**config.mk**
```make
export PLATFORM = sky130hd
export DESIGN_NAME = dat_tx_serializer
export DESIGN_NICKNAME = d
export VERILOG_FILES = /design/src/rtl/sdhci_dat_pkg.sv /design/src/rtl/sd_crc16.sv /design/src/rtl/dat_tx_serializer.sv
export SDC_FILE = /design/constraint.sdc
export NUM_CORES = 1
export LEC_CHECK = 0
export CAP_MARGIN = 25
export CORE_UTILIZATION = 53
export CTS_CLUSTER_DIAMETER = 80
export DETAILED_ROUTE_END_ITERATION = 16
export GPL_TIMING_DRIVEN = 1
export PLACE_DENSITY_LB_ADDON = 0.2
export SYNTH_ARGS = -nofsm -noshare
export SYNTH_HDL_FRONTEND = slang
export SYNTH_SLANG_ARGS = --single-unit
```
**constraint.sdc**
```tcl
create_clock -name clk_i -period 5.21 [get_ports clk_i]
set_clock_uncertainty 0.2 [all_clocks]
set_input_delay 1.042 -clock clk_i [delete_from_list [all_inputs] [get_ports clk_i]]
set_output_delay 1.042 -clock clk_i [all_outputs]
set_load 0.05 [all_outputs]
```
**src/rtl/sdhci_dat_pkg.sv**
```systemverilog
// Shared types and constants for the SD DAT-line write path.
//  - tx_state_e : transmitter state encoding
//  - CRC16_POLY : CCITT polynomial used on every DAT lane
//  - STATUS_*   : CRC status token values reported on crc_status_o
//  - crc16_step : one bit-serial CRC16 update
package sdhci_dat_pkg;

    typedef enum logic [3:0] {
        TX_IDLE      = 4'd0,
        TX_START     = 4'd1,
        TX_DATA      = 4'd2,
        TX_CRC       = 4'd3,
        TX_END       = 4'd4,
        TX_RELEASE   = 4'd5,
        TX_STAT_WAIT = 4'd6,
        TX_STAT      = 4'd7,
        TX_BUSY      = 4'd8,
        TX_DONE      = 4'd9
    } tx_state_e;

    localparam logic [15:0] CRC16_POLY     = 16'h1021;

    localparam logic [2:0]  STATUS_OK      = 3'b010;
    localparam logic [2:0]  STATUS_CRC_ERR = 3'b101;
    localparam logic [2:0]  STATUS_WR_ERR  = 3'b110;
    localparam logic [2:0]  STATUS_TIMEOUT = 3'b111;

    // Shift one message bit into a CRC16 register (MSB-first, no reflection).
    function automatic logic [15:0] crc16_step(input logic [15:0] crc, input logic bit_in);
        logic fb;
        fb = crc[15] ^ bit_in;
        return {crc[14:0], 1'b0} ^ (fb ? CRC16_POLY : 16'h0000);
    endfunction

endpackage

```
**src/rtl/sd_crc16.sv**
```systemverilog
// Bit-serial CCITT CRC16 for one DAT lane, initial value 0.
//  clk_i  in  system clock
//  rst_i  in  asynchronous reset, active-high
//  en_i   in  shift bit_i into the CRC this cycle
//  clr_i  in  clear the CRC to 0 (has priority over en_i)
//  bit_i  in  message bit
//  crc_o  out current CRC value
module sd_crc16
    import sdhci_dat_pkg::*;
(
    input  logic        clk_i,
    input  logic        rst_i,
    input  logic        en_i,
    input  logic        clr_i,
    input  logic        bit_i,
    output logic [15:0] crc_o
);

    logic [15:0] crc_q;

    // CRC register: cleared at block start, advanced once per data bit.
    always_ff @(posedge clk_i or posedge rst_i) begin
        if (rst_i) begin
            crc_q <= 16'h0000;
        end else if (clr_i) begin
            crc_q <= 16'h0000;
        end else if (en_i) begin
            crc_q <= crc16_step(crc_q, bit_i);
        end else begin
            crc_q <= crc_q;
        end
    end

    assign crc_o = crc_q;

endmodule

```
**src/rtl/dat_tx_serializer.sv**
```systemverilog
// SD write-path DAT transmitter. Pops 32-bit words from the data buffer and
// sends one block as start bit, data, per-lane CRC16 and end bit on 1 or 4
// DAT lanes, then collects the card's CRC status token and waits out busy.
//  clk_i/rst_i        clock, asynchronous active-high reset
//  start_i            request one block (accepted only in IDLE)
//  bus_width_4_i      4-bit mode select, sampled at start
//  block_size_i       block length in bytes, sampled at start
//  read_valid_i       buffer holds a full block
//  read_data_i        buffer front word (byte 0 in [7:0])
//  read_ready_o       pop strobe, one cycle per word
//  sd_clk_en_i        one strobe per SD bit period
//  dat_i/dat_o/dat_oe_o  DAT lines in, out, output enable
//  busy_o/done_o      activity flag / end-of-block pulse
//  crc_status_o       last status token (111 on timeout)
module dat_tx_serializer
    import sdhci_dat_pkg::*;
#(
    parameter int MaxBlockBitSize = 12,
    parameter int StatusTimeout   = 16,
    parameter int BusyTimeoutW    = 20
) (
    input  logic                       clk_i,
    input  logic                       rst_i,
    input  logic                       start_i,
    input  logic                       bus_width_4_i,
    input  logic [MaxBlockBitSize-1:0] block_size_i,
    input  logic                       read_valid_i,
    input  logic [31:0]                read_data_i,
    output logic                       read_ready_o,
    input  logic                       sd_clk_en_i,
    input  logic [3:0]                 dat_i,
    output logic [3:0]                 dat_o,
    output logic                       dat_oe_o,
    output logic                       busy_o,
    output logic                       done_o,
    output logic [2:0]                 crc_status_o
);

    tx_state_e                   state_q, state_d;
    logic                        width4_q, width4_d;
    logic [MaxBlockBitSize-1:0]  size_q, size_d;
    logic [MaxBlockBitSize-1:0]  byte_cnt_q, byte_cnt_d;
    logic [2:0]                  bit_cnt_q, bit_cnt_d;
    logic [3:0]                  crc_cnt_q, crc_cnt_d;
    logic [BusyTimeoutW-1:0]     wait_cnt_q, wait_cnt_d;
    logic [31:0]                 word_q, word_d;
    logic [3:0]                  dat_q, dat_d;
    logic                        oe_q, oe_d;
    logic                        busy_q;
    logic                        done_q, done_d;
    logic [2:0]                  status_q, status_d;

    logic [7:0]                  cur_byte_s;
    logic [3:0]                  data_lanes_s;
    logic [3:0]                  crc_idx_s;
    logic [3:0]                  lane_crc_s;
    logic [3:0]                  crc_bits_s;
    logic [3:0][15:0]            crc_s;
    logic                        byte_end_s;
    logic                        last_byte_s;
    logic                        crc_en_s;
    logic                        crc_clr_s;
    logic                        pop_s;
    logic                        dat_unused_s;

    // Status and busy are only ever signalled on DAT0.
    assign dat_unused_s = ^dat_i[3:1];

    assign cur_byte_s  = word_q[{byte_cnt_q[1:0], 3'b000} +: 8];
    assign byte_end_s  = width4_q ? (bit_cnt_q == 3'd4) : (bit_cnt_q == 3'd7);
    assign last_byte_s = (byte_cnt_q == (size_q - MaxBlockBitSize'(1)));
    assign crc_idx_s   = 4'd15 - crc_cnt_q;

    // Lane values for the current data bit; bit_cnt steps by 4 in 4-bit mode.
    always_comb begin
        data_lanes_s = 4'hF;
        if (width4_q) begin
            data_lanes_s = bit_cnt_q[2] ? cur_byte_s[3:0] : cur_byte_s[7:4];
        end else begin
            data_lanes_s = {3'b111, cur_byte_s[3'd7 - bit_cnt_q]};
        end
    end

    // Lane values for the current CRC bit, MSB first on each lane.
    always_comb begin
        lane_crc_s = 4'h0;
        for (int l = 0; l < 4; l++) begin
            lane_crc_s[l] = crc_s[l][crc_idx_s];
        end
        if (width4_q) begin
            crc_bits_s = lane_crc_s;
        end else begin
            crc_bits_s = {3'b111, lane_crc_s[0]};
        end
    end

    for (genvar g = 0; g < 4; g++) begin : g_lane_crc
        sd_crc16 u_crc (
            .clk_i (clk_i),
            .rst_i (rst_i),
            .en_i  (crc_en_s),
            .clr_i (crc_clr_s),
            .bit_i (data_lanes_s[g]),
            .crc_o (crc_s[g])
        );
    end

    // Next-state, counters and output values; strobe-gated except IDLE and DONE.
    always_comb begin
        state_d    = state_q;
        width4_d   = width4_q;
        size_d     = size_q;
        byte_cnt_d = byte_cnt_q;
        bit_cnt_d  = bit_cnt_q;
        crc_cnt_d  = crc_cnt_q;
        wait_cnt_d = wait_cnt_q;
        word_d     = word_q;
        dat_d      = dat_q;
        oe_d       = oe_q;
        done_d     = 1'b0;
        status_d   = status_q;
        pop_s      = 1'b0;
        crc_en_s   = 1'b0;
        crc_clr_s  = 1'b0;

        case (state_q)
            TX_IDLE: begin
                if (start_i && read_valid_i && (block_size_i != '0)) begin
                    width4_d = bus_width_4_i;
                    size_d   = block_size_i;
                    state_d  = TX_START;
                end else begin
                    state_d  = TX_IDLE;
                end
            end
            TX_START: begin
                if (sd_clk_en_i) begin
                    dat_d      = width4_q ? 4'h0 : 4'hE;
                    oe_d       = 1'b1;
                    pop_s      = 1'b1;
                    word_d     = read_data_i;
                    byte_cnt_d = '0;
                    bit_cnt_d  = 3'd0;
                    crc_cnt_d  = 4'd0;
                    wait_cnt_d = '0;
                    crc_clr_s  = 1'b1;
                    state_d    = TX_DATA;
                end else begin
                    state_d    = TX_START;
                end
            end
            TX_DATA: begin
                if (sd_clk_en_i) begin
                    dat_d    = data_lanes_s;
                    crc_en_s = 1'b1;
                    if (byte_end_s) begin
                        bit_cnt_d = 3'd0;
                        if (last_byte_s) begin
                            state_d = TX_CRC;
                        end else begin
                            byte_cnt_d = byte_cnt_q + MaxBlockBitSize'(1);
                            // Last bit of a full word with bytes left: fetch the next word now.
                            if (byte_cnt_q[1:0] == 2'b11) begin
                                pop_s  = 1'b1;
                                word_d = read_data_i;
                            end else begin
                                word_d = word_q;
                            end
                        end
                    end else begin
                        bit_cnt_d = bit_cnt_q + (width4_q ? 3'd4 : 3'd1);
                    end
                end else begin
                    state_d = TX_DATA;
                end
            end
            TX_CRC: begin
                if (sd_clk_en_i) begin
                    dat_d     = crc_bits_s;
                    crc_cnt_d = crc_cnt_q + 4'd1;
                    if (crc_cnt_q == 4'd15) begin
                        state_d = TX_END;
                    end else begin
                        state_d = TX_CRC;
                    end
                end else begin
                    state_d = TX_CRC;
                end
            end
            TX_END: begin
                if (sd_clk_en_i) begin
                    dat_d   = 4'hF;
                    state_d = TX_RELEASE;
                end else begin
                    state_d = TX_END;
                end
            end
            TX_RELEASE: begin
                if (sd_clk_en_i) begin
                    oe_d       = 1'b0;
                    wait_cnt_d = '0;
                    state_d    = TX_STAT_WAIT;
                end else begin
                    state_d    = TX_RELEASE;
                end
            end
            TX_STAT_WAIT: begin
                if (sd_clk_en_i) begin
                    if (!dat_i[0]) begin
                        bit_cnt_d = 3'd0;
                        state_d   = TX_STAT;
                    end else if (wait_cnt_q == BusyTimeoutW'(StatusTimeout - 1)) begin
                        status_d  = STATUS_TIMEOUT;
                        state_d   = TX_DONE;
                    end else begin
                        wait_cnt_d = wait_cnt_q + BusyTimeoutW'(1);
                    end
                end else begin
                    state_d = TX_STAT_WAIT;
                end
            end
            TX_STAT: begin
                if (sd_clk_en_i) begin
                    // Three token bits, then one strobe to skip the token end bit.
                    if (bit_cnt_q == 3'd3) begin
                        wait_cnt_d = '0;
                        state_d    = TX_BUSY;
                    end else begin
                        status_d  = {status_q[1:0], dat_i[0]};
                        bit_cnt_d = bit_cnt_q + 3'd1;
                    end
                end else begin
                    state_d = TX_STAT;
                end
            end
            TX_BUSY: begin
                if (sd_clk_en_i) begin
                    if (dat_i[0]) begin
                        state_d = TX_DONE;
                    end else if (&wait_cnt_q) begin
                        status_d = STATUS_TIMEOUT;
                        state_d  = TX_DONE;
                    end else begin
                        wait_cnt_d = wait_cnt_q + BusyTimeoutW'(1);
                    end
                end else begin
                    state_d = TX_BUSY;
                end
            end
            TX_DONE: begin
                done_d  = 1'b1;
                state_d = TX_IDLE;
            end
            default: begin
                state_d = TX_IDLE;
            end
        endcase
    end

    // State, datapath and registered output update.
    always_ff @(posedge clk_i or posedge rst_i) begin
        if (rst_i) begin
            state_q    <= TX_IDLE;
            width4_q   <= 1'b0;
            size_q     <= '0;
            byte_cnt_q <= '0;
            bit_cnt_q  <= 3'd0;
            crc_cnt_q  <= 4'd0;
            wait_cnt_q <= '0;
            word_q     <= 32'h0000_0000;
            dat_q      <= 4'hF;
            oe_q       <= 1'b0;
            busy_q     <= 1'b0;
            done_q     <= 1'b0;
            status_q   <= 3'b000;
        end else begin
            state_q    <= state_d;
            width4_q   <= width4_d;
            size_q     <= size_d;
            byte_cnt_q <= byte_cnt_d;
            bit_cnt_q  <= bit_cnt_d;
            crc_cnt_q  <= crc_cnt_d;
            wait_cnt_q <= wait_cnt_d;
            word_q     <= word_d;
            dat_q      <= dat_d;
            oe_q       <= oe_d;
            busy_q     <= (state_d != TX_IDLE);
            done_q     <= done_d;
            status_q   <= status_d;
        end
    end

    // The pop must coincide with the cycle the word is captured, so it is not registered.
    assign read_ready_o = pop_s;
    assign dat_o        = dat_q;
    assign dat_oe_o     = oe_q;
    assign busy_o       = busy_q;
    assign done_o       = done_q;
    assign crc_status_o = status_q;

endmodule
```
==> metrics, run 1 <==
# IOs 65; postcts setup bufs 0; CP cell instances clkdlybuf4s50_1 -> or3b_2 -> nor2_4 -> nor2_1 -> buf_6 -> nor2_2 -> o211ai_2 -> inv_1 -> buf_12; Synth async-reset ratio 100%; via count 6799; router iterations before antenna repair 5; GR Layer Usage met2 40.4%; number of synthesized flops with an enable pin 0; final worst-path cycle share 85.9%; Remaining Overflow, GRT 0; CTS Hold Bufs 0; Mapped Area 0.00865 mm²; synth warn 0; f_max 0.224 GHz; slowest CP cell or3b_2; die area 0.0168 mm²; peak supply drop 336 µV; Initial Utilization 54.5%; final antenna-violating net count 0; vias per cell 5.96; final hold violations 0; layout cells sized above 1 15.1%; flops & latches, synth 162; GR met3 Demand/Resource 5.33%; syn_area_per_cell 9.99 µm²; Max Cap Viol 0; CORE AREA 0.0159 mm²; DRC Markers 0; cell type with the largest total area after synthesis dfrtp_1; Post-synth top cells 158 x dfrtp_1, 158 x nand2_1, 82 x a21oi_1, 42 x nor2_1, 40 x mux2_2; Port Buffers 61; syn_nets 930; Synth cell types 65; outcome complete, no violations; placed inst area 0.00944 mm²; Synth Flop Type dfrtp_1; path type of the worst setup path in2out; Synth Instances 866; CTS root buf clkbuf_16; initial DRC count 462; Synth Area in Compound Gates 11.3%; Detail Placement HPWL 13.2 mm; Seq/Total Area, Yosys 46.9%; antenna cell count 0; R2R setup slack 1.80 ns; vias in the first global route 6602; initial antenna violation count 0; wire per inst 17.2 µm; Tmin final 4.47 ns; clock tree buffer depth 2; global-route wire length before repair 32.6 mm; # rows 46; CP max FO 10; post-cts resize count 0; Req. time, crit path 3.97 ns; width of the chip 130 µm; min-delay worst type reg2reg; xor/xnor share of the synthesized area 3.95%; max-slew violations 0; Tightest Pin Transition 0.953 ns; placer congestion estimate 0.841; most used routing layer met2; gr usage total 25.1%; WL final 19.7 mm; final hold slack 0.285 ns; Clock Latency Late Sink 0.43 ns; slowest stage delay, CP 0.52 ns; Num CTS Buffers 17; Worst EP arrival 3.23 ns; Synth top area share 45.7%; multiplexer area fraction after synthesis 13.5%; Final setup viols 0; Post-Synth Simple-Gate Area 19.3%; Max H-tree Level 4; die height 130 µm; crit start category input pin; Final #Nets 976; area grow syn2layout 16.0%; unrepaired setup endpoints after global routing no; clk sink count 162; CTS tree yes; crit path capture type primary output; Power Density 530 mW/mm²; Adder-Cell Fraction of Synth Area 1.45%; Leakage 4.25 nW; final instance area 0.0100 mm²; largest family of logic cells by synthesized area simple AND/OR/NAND/NOR gates; Slew headroom 36.5%; TNS Setup 0 ns; Clock transition at path regs 0.06 ns; GRT met1 Usage 34.2%; Power Total 5.32 mW; largest net degree at the start of global routing 85; top cells by area, synth dfrtp_1 46%, mux4_2 7.3%, nand2_1 6.9%
## sequential cells by signal, indices dropped and copies added, names as in the netlist, 3 cells and up
register	flops
bit_cnt_q	3
state_q	4
wait_cnt_q	20
crc_status_o	3
size_q	12
byte_cnt_q	12
dat_o	4
word_q	32
crc_cnt_q	4
g_lane_crc.u_crc.crc_o	64
## worst max-delay path: cells and delay by family
| family | cells | cell delay [ns] |
|---|---|---|
| buffers and inverters | 4 | 0.96 |
| AOI/OAI and AO/OA | 1 | 0.17 |
| and+or+nand+nor | 4 | 1.04 |
## placed cells by master, fill, tap and decap left out, types with 12 or more instances in the layout
cell type / instances
a21oi_1: 82
buf_4: 12
clkbuf_16: 17
clkdlybuf4s50_1: 60
dfrtp_1: 158
inv_1: 19
mux2_2: 40
mux4_2: 28
nand2_1: 158
nand3_1: 28
nand4_1: 18
nor2_1: 41
o21ai_0: 37
or3_1: 12
xnor2_1: 21
xor2_1: 18
## per-stage QoR
stage	instances	util (%)	worst slack (ns)
after floorplan	866	-	1.14
after global placement	1106	59.5	0.610
after detailed placement	1106	59.5	0.614
after CTS	1138	63.0	0.600
after global routing	1141	63.2	0.599
final	1141	63.2	0.736
## per-layer routing
metal,routed length [µm],vias up
li1,-,3193
met1,8820,3387
met2,9650,190
met3,900,29
met4,314,0
met5,0,-
## power breakdown
part	switching, mW	leakage (nW)	internal, mW
sequential	0.439	2.14	1.65
clock	0.531	0.274	0.665
combinational	1.10	1.84	0.934
## final timing paths
check	start	depth (start not counted)	end
min in group asynchronous	rst_i	2	wait_cnt_q[8]
min	dat_o[3]	2	dat_o[3]
max reg2reg	size_q[0]	10	word_q[29]
min reg2reg	dat_o[3]	2	dat_o[3]
max in group asynchronous	rst_i	4	bit_cnt_q[2]
max	sd_clk_en_i	9	read_ready_o
## final cells by class
class,count,area (µm²)
Clock buffer,18,429
Clock inverter,14,129
Fill cell,1291,5850
Inverter,21,82.6
Multi-Input combinational cell,633,4300
Sequential cell,162,4060
Tap cell,216,270
Timing Repair Buffer,77,767
## cells by family (layout without fill, tap and decap cells)
kind of cell / after synthesis / in the layout
buffers and inverters: 71 / 130
and+or+nand+nor: 342 / 342
adders and majority gates: 10 / 10
DFF: 162 / 162
AOI/OAI and AO/OA: 165 / 165
muxes: 77 / 77
xor gates and xnor gates: 39 / 39
(Power assumes the default switching activity.)
==> run 2: changes to the inputs <==
--- a/config.mk
+++ b/config.mk
@@ -5,12 +5,15 @@
 export SDC_FILE = /design/constraint.sdc
 export NUM_CORES = 1
 export LEC_CHECK = 0
+export ABC_AREA = 1
+export ABC_CLOCK_PERIOD_IN_PS = 5210
 export CAP_MARGIN = 25
-export CORE_UTILIZATION = 53
+export CORE_UTILIZATION = 54
 export CTS_CLUSTER_DIAMETER = 80
 export DETAILED_ROUTE_END_ITERATION = 16
 export GPL_TIMING_DRIVEN = 1
 export PLACE_DENSITY_LB_ADDON = 0.2
+export SLEW_MARGIN = 20
 export SYNTH_ARGS = -nofsm -noshare
 export SYNTH_HDL_FRONTEND = slang
 export SYNTH_SLANG_ARGS = --single-unit
==> run 2 against run 1 <==
Effect of this change: critical path depth is 3 higher; worst hold slack worse by 0.013 ns; cell count grew 32%; cell area up 5.8%; sequential cell count unchanged; largest cell class unchanged; highest routed layer unchanged.
==> metrics, run 2 <==
top cells by area, synth dfrtp_1 43%, nand2_1 13%, nand3_1 6.5%; crit path capture type primary output; Final WS setup 0.796 ns; Max Cap Viol 0; CP max FO 33; postcts setup bufs 0; Synth async-reset ratio 100%; Slew headroom 40.8%; slowest CP cell dfrtp_1; post-cts resize count 0; wire per inst 15.2 µm; Worst EP arrival 3.17 ns; DRC Markers 0; most common cell in the netlist nand2_1; vias in the first global route 8035; worst setup path end read_ready_o; die area 0.0177 mm²; Clock transition at path regs 0.07 ns; Seq/Total Area, Yosys 43.8%; placer congestion estimate 0.915; syn_nets 1300; CTS Hold Bufs 0; f_max 0.227 GHz; initial antenna violation count 0; global-route wire length before repair 39.0 mm; largest net degree at the start of global routing 63; path type of the worst setup path reg2out; Filler cells 1468; peak supply drop 412 µV; slowest stage delay, CP 0.69 ns; gr usage total 27.6%; Final #Nets 1332; Clock Latency Late Sink 0.43 ns; Tmin final 4.41 ns; clk sink count 162; Detail Placement HPWL 15.3 mm; router iterations before antenna repair 5; Buf/Inv on CP 3; CP top delay family simple AND/OR/NAND/NOR gates; top layer in use met4; Synth cell types 43; final hold violations 0; final worst-path cycle share 84.7%; number of synthesized flops with an enable pin 0; Remaining Overflow, GRT 0; Initial Utilization 55.5%; CP cell instances clkinv_1 -> buf_4 -> nand2_1 -> a21oi_1 -> nand3b_1 -> nor2_1 -> nand2_1 -> nor2_2 -> nand3_2 -> nand2_4 -> nand2_4 -> buf_12; antenna cell count 0; most frequent cells in the layout 328 x nand2_1, 158 x dfrtp_1, 120 x nand3_1; clock tree buffer depth 2; WL met2 10.7 mm; Largest register FFs 64; CTS root buf clkbuf_16; width of the chip 133 µm; Synth Flop Type dfrtp_1; worst reg2reg path startpoint byte_cnt_q[0]; Num CTS Buffers 17; final antenna-violating net count 0; Req. time, crit path 3.97 ns; Final setup viols 0; # rows 47; Max H-tree Level 4; Synth top area share 42.7%; Tightest Pin Transition 0.887 ns; syn_area_per_cell 7.50 µm²; via count 8356; Power Density 540 mW/mm²; Mapped Area 0.00927 mm²; WL final 22.8 mm; Worst Reg-to-Reg Cells 14; crit start category flip-flop; worst r2r dst word_q[3]; # IOs 65; Port Buffers 61; flops & latches, synth 162; area grow syn2layout 14.6%; unrepaired setup endpoints after global routing no; die height 133 µm; critical path launch point byte_cnt_q[0]; Setup WS pre-CTS 1.02 ns; synth warn 0; outcome complete, no violations; met3 routed WL 1.24 mm; Crit. path cell count 12; cell type with the largest total area after synthesis dfrtp_1; TNS Setup 0 ns; min-delay worst type reg2reg; Synth Instances 1236; CORE AREA 0.0167 mm²; initial DRC count 755; layout cells sized above 1 7.03%; Leakage 4.98 nW; met1 WL 10.4 mm; CTS tree yes; Post-synth top cells 329 x nand2_1, 158 x dfrtp_1, 120 x inv_1, 120 x nand3_1, 119 x o21ai_0; R2R setup slack 1.89 ns; vias per cell 5.57; commonest non-fill, non-tap cell in the layout nand2_1; max-slew violations 0
run 2: stage by stage:
stage	area, µm²	utilization, %	power (mW)	hold slack [ns]	cells
after floorplan	9270	-	3.86	0.228	1236
after global placement	10000	60.0	4.42	0.256	1467
final	10600	63.6	5.74	0.271	1501
after CTS	10600	63.6	5.75	0.267	1501
after detailed placement	10000	60.1	4.48	0.255	1469
after global routing	10600	63.6	6.20	0.292	1501
run 2: per-layer routing:
| layer | up-vias | GRT usage (%) |
|---|---|---|
| li1 | 4132 | - |
| met1 | 3922 | 38.4 |
| met2 | 263 | 43.7 |
| met3 | 39 | 4.94 |
| met4 | 0 | 8.94 |
| met5 | - | 0 |
run 2: area by class of cell:
class	count	area (µm²)	share of cell area [%]
multi-input combinational	874	4420	41.6
clock buffer	20	457	4.30
sequential	162	4060	38.2
clock inverter	12	120	1.13
timing repair buffer	75	767	7.22
inverter	138	522	4.91
tap	220	275	2.59
run 2: cells by family (layout without fill, tap and decap cells):
kind of cell	Yosys count	after routing	synth area share [%]
buffers and inverters	200	245	8.68
AO/OA/AOI/OAI	204	204	12.0
XOR/XNOR	50	50	4.72
adder cells (fa/ha/maj)	10	10	1.35
AND/OR/NAND/NOR	610	610	29.5
flip-flops	162	162	43.8
run 2: where the power goes:
group	total, mW	internal, mW	switching [mW]
combinational	2.45	0.843	1.61
sequential	2.05	1.69	0.354
clock	1.24	0.693	0.547
run 2: how the worst min path moves through the flow:
stage	start	slack [ns]	depth (start not counted)	endpoint
2_1_floorplan	state_q[2]	0.23	1	done_o
3_3_place_gp	dat_oe_o	0.26	2	dat_oe_o
3_5_place_dp	state_q[2]	0.26	1	done_o
4_1_cts	state_q[2]	0.27	1	done_o
5_1_grt	state_q[2]	0.29	1	done_o
6_report	state_q[2]	0.27	1	done_o
